`src/rtl/stream_gen.sv`:
```
// ---------------------------------------------------------------------------
// stream_gen -- packet stream generator with valid/ready handshake
//
// On a start request in IDLE, latches a packet length, post-packet gap and
// seed, then streams len beats whose payload counts up from the seed
// (modulo 2^DWIDTH). Each beat is held stable until accepted (i_ready).
// The final beat carries o_last. After the final transfer the block idles
// for gap cycles (GAP state) and then returns to IDLE, pulsing o_done on the
// first IDLE cycle. o_count totals all transferred beats (wraps at 2^16).
//
// Ports
//   clk      in   sole clock, rising edge
//   rst      in   synchronous active-high reset
//   i_start  in   send one packet (sampled in IDLE only)
//   i_len    in   packet length in beats, 0 = no packet
//   i_gap    in   idle cycles inserted after the last beat
//   i_seed   in   payload of beat 0
//   i_ready  in   downstream accepts current beat
//   o_data   out  payload (registered)
//   o_valid  out  payload valid (registered)
//   o_last   out  final beat marker (registered)
//   o_busy   out  state != IDLE
//   o_done   out  one-cycle pulse on first IDLE cycle after a packet
//   o_count  out  running count of transfers, modulo 2^16
// ---------------------------------------------------------------------------
module stream_gen #(
    parameter int DWIDTH = 8,
    parameter int LWIDTH = 8
) (
    input  logic              clk,
    input  logic              rst,
    input  logic              i_start,
    input  logic [LWIDTH-1:0] i_len,
    input  logic [LWIDTH-1:0] i_gap,
    input  logic [DWIDTH-1:0] i_seed,
    input  logic              i_ready,
    output logic [DWIDTH-1:0] o_data,
    output logic              o_valid,
    output logic              o_last,
    output logic              o_busy,
    output logic              o_done,
    output logic [15:0]       o_count
);

    typedef enum logic [1:0] {
        IDLE = 2'd0,
        SEND = 2'd1,
        GAP  = 2'd2
    } state_e;

    state_e            state_q, state_d;
    logic [LWIDTH-1:0] len_q,   len_d;
    logic [LWIDTH-1:0] gap_q,   gap_d;
    logic [LWIDTH-1:0] beat_q,  beat_d;   // index of the beat on o_data
    logic [LWIDTH-1:0] gcnt_q,  gcnt_d;   // gap cycles remaining, incl. current
    logic [DWIDTH-1:0] data_q,  data_d;
    logic              valid_q, valid_d;
    logic              last_q,  last_d;
    logic              done_q,  done_d;
    logic [15:0]       count_q, count_d;

    logic              xfer;
    logic [LWIDTH-1:0] beat_nxt;
    logic [LWIDTH-1:0] len_m1;

    assign xfer     = valid_q & i_ready;
    assign beat_nxt = beat_q + LWIDTH'(1);
    assign len_m1   = len_q - LWIDTH'(1);

    // -----------------------------------------------------------------------
    // Next-state and output logic
    // -----------------------------------------------------------------------
    always_comb begin
        state_d = state_q;
        len_d   = len_q;
        gap_d   = gap_q;
        beat_d  = beat_q;
        gcnt_d  = gcnt_q;
        data_d  = data_q;
        valid_d = valid_q;
        last_d  = last_q;
        done_d  = 1'b0;
        count_d = xfer ? count_q + 16'd1 : count_q;

        unique case (state_q)
            IDLE: begin
                if (i_start && (i_len != '0)) begin
                    len_d   = i_len;
                    gap_d   = i_gap;
                    beat_d  = '0;
                    data_d  = i_seed;
                    valid_d = 1'b1;
                    last_d  = (i_len == LWIDTH'(1));
                    state_d = SEND;
                end
            end

            SEND: begin
                // Without a transfer everything holds, keeping the beat stable.
                if (xfer) begin
                    if (last_q) begin
                        valid_d = 1'b0;
                        last_d  = 1'b0;
                        if (gap_q == '0) begin
                            state_d = IDLE;
                            done_d  = 1'b1;
                        end else begin
                            gcnt_d  = gap_q;
                            state_d = GAP;
                        end
                    end else begin
                        beat_d = beat_nxt;
                        data_d = data_q + DWIDTH'(1);
                        last_d = (beat_nxt == len_m1);
                    end
                end
            end

            GAP: begin
                // gcnt counts down from gap; leaving when it reads 1 yields
                // exactly gap cycles spent here.
                gcnt_d = gcnt_q - LWIDTH'(1);
                if (gcnt_q == LWIDTH'(1)) begin
                    state_d = IDLE;
                    done_d  = 1'b1;
                end
            end

            default: begin
                state_d = IDLE;
                valid_d = 1'b0;
                last_d  = 1'b0;
            end
        endcase
    end

    // -----------------------------------------------------------------------
    // State registers
    // -----------------------------------------------------------------------
    always_ff @(posedge clk) begin
        if (rst) begin
            state_q <= IDLE;
            len_q   <= '0;
            gap_q   <= '0;
            beat_q  <= '0;
            gcnt_q  <= '0;
            data_q  <= '0;
            valid_q <= 1'b0;
            last_q  <= 1'b0;
            done_q  <= 1'b0;
            count_q <= '0;
        end else begin
            state_q <= state_d;
            len_q   <= len_d;
            gap_q   <= gap_d;
            beat_q  <= beat_d;
            gcnt_q  <= gcnt_d;
            data_q  <= data_d;
            valid_q <= valid_d;
            last_q  <= last_d;
            done_q  <= done_d;
            count_q <= count_d;
        end
    end

    assign o_data  = data_q;
    assign o_valid = valid_q;
    assign o_last  = last_q;
    assign o_done  = done_q;
    assign o_count = count_q;
    assign o_busy  = (state_q != IDLE);

endmodule

```
`config.mk`:
```
export PLATFORM = sky130hd
export DESIGN_NAME = stream_gen
export DESIGN_NICKNAME = d
export VERILOG_FILES = /design/src/rtl/stream_gen.sv
export SDC_FILE = /design/constraint.sdc
export NUM_CORES = 1
export LEC_CHECK = 0
export ABC_AREA = 1
export CAP_MARGIN = 25
export CORE_ASPECT_RATIO = 1.75
export CORE_MARGIN = 10
export CORE_UTILIZATION = 57
export CTS_CLUSTER_DIAMETER = 150
export DETAILED_ROUTE_END_ITERATION = 8
export PLACE_DENSITY = 0.85
export SLEW_MARGIN = 20
export SYNTH_ARGS = -nofsm -noshare
export SYNTH_HDL_FRONTEND = slang
export SYNTH_SLANG_ARGS = --single-unit
```
`constraint.sdc`:
```
create_clock -name clk -period 4.9 [get_ports clk]
set_clock_uncertainty 0.05 [all_clocks]
set_input_delay 0.98 -clock clk [delete_from_list [all_inputs] [get_ports clk]]
set_output_delay 0.98 -clock clk [all_outputs]
set_load 0.05 [all_outputs]
```
# Yosys cells after proc, flatten, opt, wreduce, memory -nomap -nowiden
# Index checks and enable logic that the tools add are counted.
[word_totals]
register_bits = 61
latch_bits = 0
ram_bits = 0
romBits = 0
input_bits = 28
out_inout_bits = 28
wordCells = 72
memories = 0
[classes]
addsub = 5
mul = 0
n_div = 0
magnitude_cmp = 0
eq_ne = 11
n_shift = 0
muxes = 31
bitwise_logic = 2
n_reduce_logical = 13
[op_table]
columns = ["cell", "count"]
rows = [
  ["$mux 8", 9],
  ["$pmux 8 s2", 3],
  ["$add 16x1->16 const B", 1],
  ["$add 8x1->8 const B", 2],
  ["$eq 8x1->1 const B", 2],
  ["$reduce_and 4->1", 4],
  ["$sub 8x1->8 const B", 2],
  ["$ne 2x2->1 const B", 6],
  ["$mux 1", 10],
  ["$mux 2", 5],
  ["$eq 8x8->1", 1],
  ["$logic_not 8->1", 1],
  ["$reduce_bool 8->1", 1],
  ["$pmux 1 s3", 2],
  ["$pmux 2 s3", 1],
  ["$reduce_bool 2->1", 3],
  ["$reduce_and 3->1", 1],
  ["$eq 2x1->1 const B", 1],
  ["$eq 2x2->1 const B", 1],
  ["$logic_not 2->1", 1],
  ["$pmux 1 s2", 1],
  ["$reduce_and 2->1", 1],
  ["$and 1x1->1", 1],
  ["$logic_and 1x1->1", 1],
  ["$not 1->1", 1],
]

# Logic depth before layout (Yosys ltp)
[logic_depth]
ltp_word = 5
ltp_mapped = 14
ltp_nobuf = 13

# Worst setup path before layout
# OpenSTA, ideal clock, no wires.
[synth_path]
kind = "input to register"
startpoint = "input port i_len[7]"
endpoint = "register gap_q[0]"
setup_ps = 128
arrival_time_ps = 1854
required_time_ps = 4722
path_slack_ps = 2867
stages = 7
n_path_buf = 2
path_cell_list = "nor2_1 > nand3_1 > o21ai_1 > or2_1 > buf_2 > clkbuf_1 > a21oi_1"
[synth_between]
elab_chain_len = 3
[synth_rtl]
columns = ["item", "line_no", "source"]
rows = [
  ["from (decl)", "33", "input logic [LWIDTH-1:0] i_len,"],
  ["$reduce_bool 8->1", "87", "if (i_start && (i_len != '0)) begin"],
  ["$logic_and 1x1->1", "87", ""],
  ["$reduce_and 2->1 (no line)", "n/a", ""],
  ["to (signal assigned)", "155", "gap_q <= gap_d;"],
  ["to (decl)", "53", "logic [LWIDTH-1:0] gap_q, gap_d;"],
]
# No other way between the ends.
# A chain may end at the register's enable or synchronous reset.

# Final worst setup path
[layout_path]
startpoint = "register state_q[0]"
endpoint = "output port o_busy"
[layout_between]
elab_chain_len = 1
[layout_rtl]
columns = ["item", "line_no", "source"]
rows = [
  ["from (decl)", "51", "state_e state_q, state_d;"],
  ["from (signal assigned)", "153", "state_q <= state_d;"],
  ["$reduce_bool 2->1", "171", "assign o_busy = (state_q != IDLE);"],
  ["to (decl)", "40", "output logic o_busy,"],
]
# No other way between the ends.

==> flow_metrics.tcl <==
set metrics [dict create \
    status "finished clean" \
    syn-mean-instance-area_um2 6.49 \
    async_reset_ff_frac 0 \
    post-route-period-util 0.610 \
    switching_share 0.459 \
    p_switching_uw 984 \
    hold_buffers 0 \
    tightest_slew_ns 0.911 \
    report.final.slew_viol_count 0 \
    leakage_uw 0.00180 \
    syn_area_mm2 0.00350 \
    synth-adder-area-share 0.0321 \
    ir_worst_vdd_mv 0.343 \
    cp_max_fo 5 \
    seqPwrFrac 0.318 \
    grt.met2_usage 0.357 \
    grt_use_met1 0.185 \
    synth_seq_cells 61 \
    yosys.area.top_type "dfxtp_1" \
    synthTopCellsByArea "dfxtp_1 (35%), nand2_1 (15%), o21ai_0 (8.9%)" \
    drt_iter0_drc 220 \
    hold_viol 0 \
    place_area_mm2 0.00408 \
    vias 3574 \
    io_buffers 55 \
    synthToLayoutAreaGrowth_pct 21.6 \
    busiest_layer "met2" \
    die_w_um 79.3 \
    netlist.area_leader.share 0.349 \
    period_minus_slack_ns 2.99 \
    reg2reg_to "beat_q[3]" \
    antenna_found_initial 0 \
    synthDistinctLibCells 34 \
    critical_path.startpoint "state_q[0]" \
    fin_ws_ns 1.91 \
    vias_per_cell 5.32 \
    synth-compound-area-share 0.180 \
    ios 56 \
    num-fill-cells 540 \
    fin_tns_setup_ns 0 \
    max_freq_mhz 335 \
    clockPowerShare 0.195 \
    yosysMostFrequentCell "nand2_1" \
    finalPower_uw 2140 \
    dieHeight_um 124 \
    synth_nets 577 \
    grt_max_degree 33 \
    rr_worst_depth 9 \
    cts_max_path_buffers 2 \
    grt_setup_unrepaired "no" \
    place_congestion 0.867 \
    relSlewSlack 0.393 \
    cts_setup_buffers 0 \
    cts_resized 0 \
    antenna_cells 0 \
    r2r-start "state_q[1]" \
    drv_cap 0 \
    insertion_delay_ns 0.35 \
    setup_viol 0 \
    fin_area_mm2 0.00426 \
    grt_pass1_wl_um 15400 \
    cts_tree "built" \
    pre_cts_slack_ns 1.74 \
    worstPathArrival_ns 1.96 \
    drc 0 \
    wl_per_cell_um 13.9 \
    hp-class "reg -> reg" \
    coreArea_mm2 0.00593 \
    initial_core_util 0.591 \
    ys_seq_area_frac 0.349 \
    synthSimpleGateAreaFrac 0.317 \
    synth_edf_count 0 \
    grt_use_met3 0.0743 \
    grt_pass1_vias 3534 \
    worstSetupEndpoint "o_busy" \
    clock-root-buffer "clkbuf_8" \
    start_kind "flip-flop" \
    synthMuxAreaShare 0 \
    required_ns 3.87 \
    endpoint_kind "primary output" \
    powerDensity_mw_per_mm2 503 \
    htreeDepth 3 \
    synth-xor-area-share 0.0200 \
    clock_sinks 61 \
    pwr-share-comb 0.487 \
    drive_gt1_frac 0.0606 \
    yosys-top-cells-count "nand2_1 (136), inv_1 (71), o21ai_0 (62), dfxtp_1 (61), a21oi_1 (54)" \
    crit_type "reg -> out" \
    clk_transition_reported_paths_ns 0.06 \
    synth-main-ff-cell "dfxtp_1" \
    wl_um 9350 \
    reg2reg_slack_ns 2.75 \
    gr-usage-all-layers 0.196 \
    rows 37 \
    ant_nets 0 \
    cts_buffers 9 \
    p_int_uw 1160 \
    dp_hpwl_um 6970 \
    dieArea_mm2 0.00981 \
    nets 627 \
    dr.pass1.iters 5 \
    syn_inst 540 \
    yosysWarnings 0 \
    synth_top_family_by_area "simple AND/OR/NAND/NOR gates" \
    grt.overflow.total 0 \
]
[logic make-up (layout without fill, tap and decap cells)]
| kind of cell | after synthesis | count (layout) |
|---|---|---|
| simple gates | 249 | 249 |
| compound gates | 123 | 123 |
| buf+inv | 90 | 144 |
| flops | 61 | 61 |
| fa+ha+maj | 9 | 9 |
| xor+xnor | 8 | 8 |
[flip-flops by register name (all words and copies together) (netlist names)]
signal / flops
o_done: 1
o_data: 8
gap_q: 8
beat_q: 8
len_q: 8
gcnt_q: 8
state_q: 2
o_valid: 1
o_last: 1
o_count: 16
[per-stage QoR]
| step | util | hold WS, ns | instances |
|---|---|---|---|
| after floorplan | - | 0.394 | 540 |
| after global placement | 0.686 | 0.407 | 656 |
| after detailed placement | 0.689 | 0.409 | 657 |
| after CTS | 0.719 | 0.419 | 672 |
| after global routing | 0.719 | 0.451 | 672 |
| final | 0.719 | 0.417 | 672 |
[layer usage]
| metal | routed length (um) | vias up |
|---|---|---|
| met1 | 3650 | 1628 |
| met5 | 0 | - |
| met2 | 4830 | 84 |
| li1 | - | 1839 |
| met3 | 583 | 23 |
| met4 | 291 | 0 |
[worst max-delay path, cell delays in order (launching register included)]
cell and delay [ns]:
dfxtp_1 0.34, inv_1 0.07, ha_1 0.26, inv_1 0.12
clkdlybuf4s50_1 0.82
[how the worst min path moves through the flow]
stage | startpoint | endpoint | slack [ns] | cells past startpoint
2_1_floorplan | gap_q[5] | gap_q[5] | 0.39 | 2
3_3_place_gp | gap_q[0] | gap_q[0] | 0.41 | 2
3_5_place_dp | gap_q[0] | gap_q[0] | 0.41 | 2
4_1_cts | gap_q[0] | gap_q[0] | 0.42 | 2
5_1_grt | gap_q[1] | gap_q[1] | 0.45 | 2
6_report | gap_q[0] | gap_q[0] | 0.42 | 2
[power groups by stage]
stage / combinational, uW / clock [uW] / sequential, uW
after floorplan: 686 / 0 / 798
after global placement: 1010 / 0 / 687
after detailed placement: 1040 / 0 / 689
after CTS: 1050 / 421 / 681
after global routing: 1170 / 442 / 695
final: 1040 / 417 / 682
[layout make-up]
type,instances,area [um^2],share of cell area
Multi-Input combinational cell,389,1920,0.452
Sequential cell,61,1220,0.287
Timing Repair Buffer,56,566,0.133
Inverter,73,274,0.0643
Clock buffer,14,173,0.0405
Tap cell,78,97.6,0.0229
Clock inverter,1,5.00,0.00117
[layout by cell type, fill, tap and decap left out, drive strengths merged, types with 6 or more instances in the layout]
cell / n
nand3: 33
o21ai: 65
nor3: 6
clkbuf: 14
a21oi: 54
clkdlybuf4s50: 55
ha: 9
inv: 73
nand2: 144
dfxtp: 61
nand4: 8
nor2: 52
xor2: 6
No activity file was read; power rests on OpenSTA's default activity.
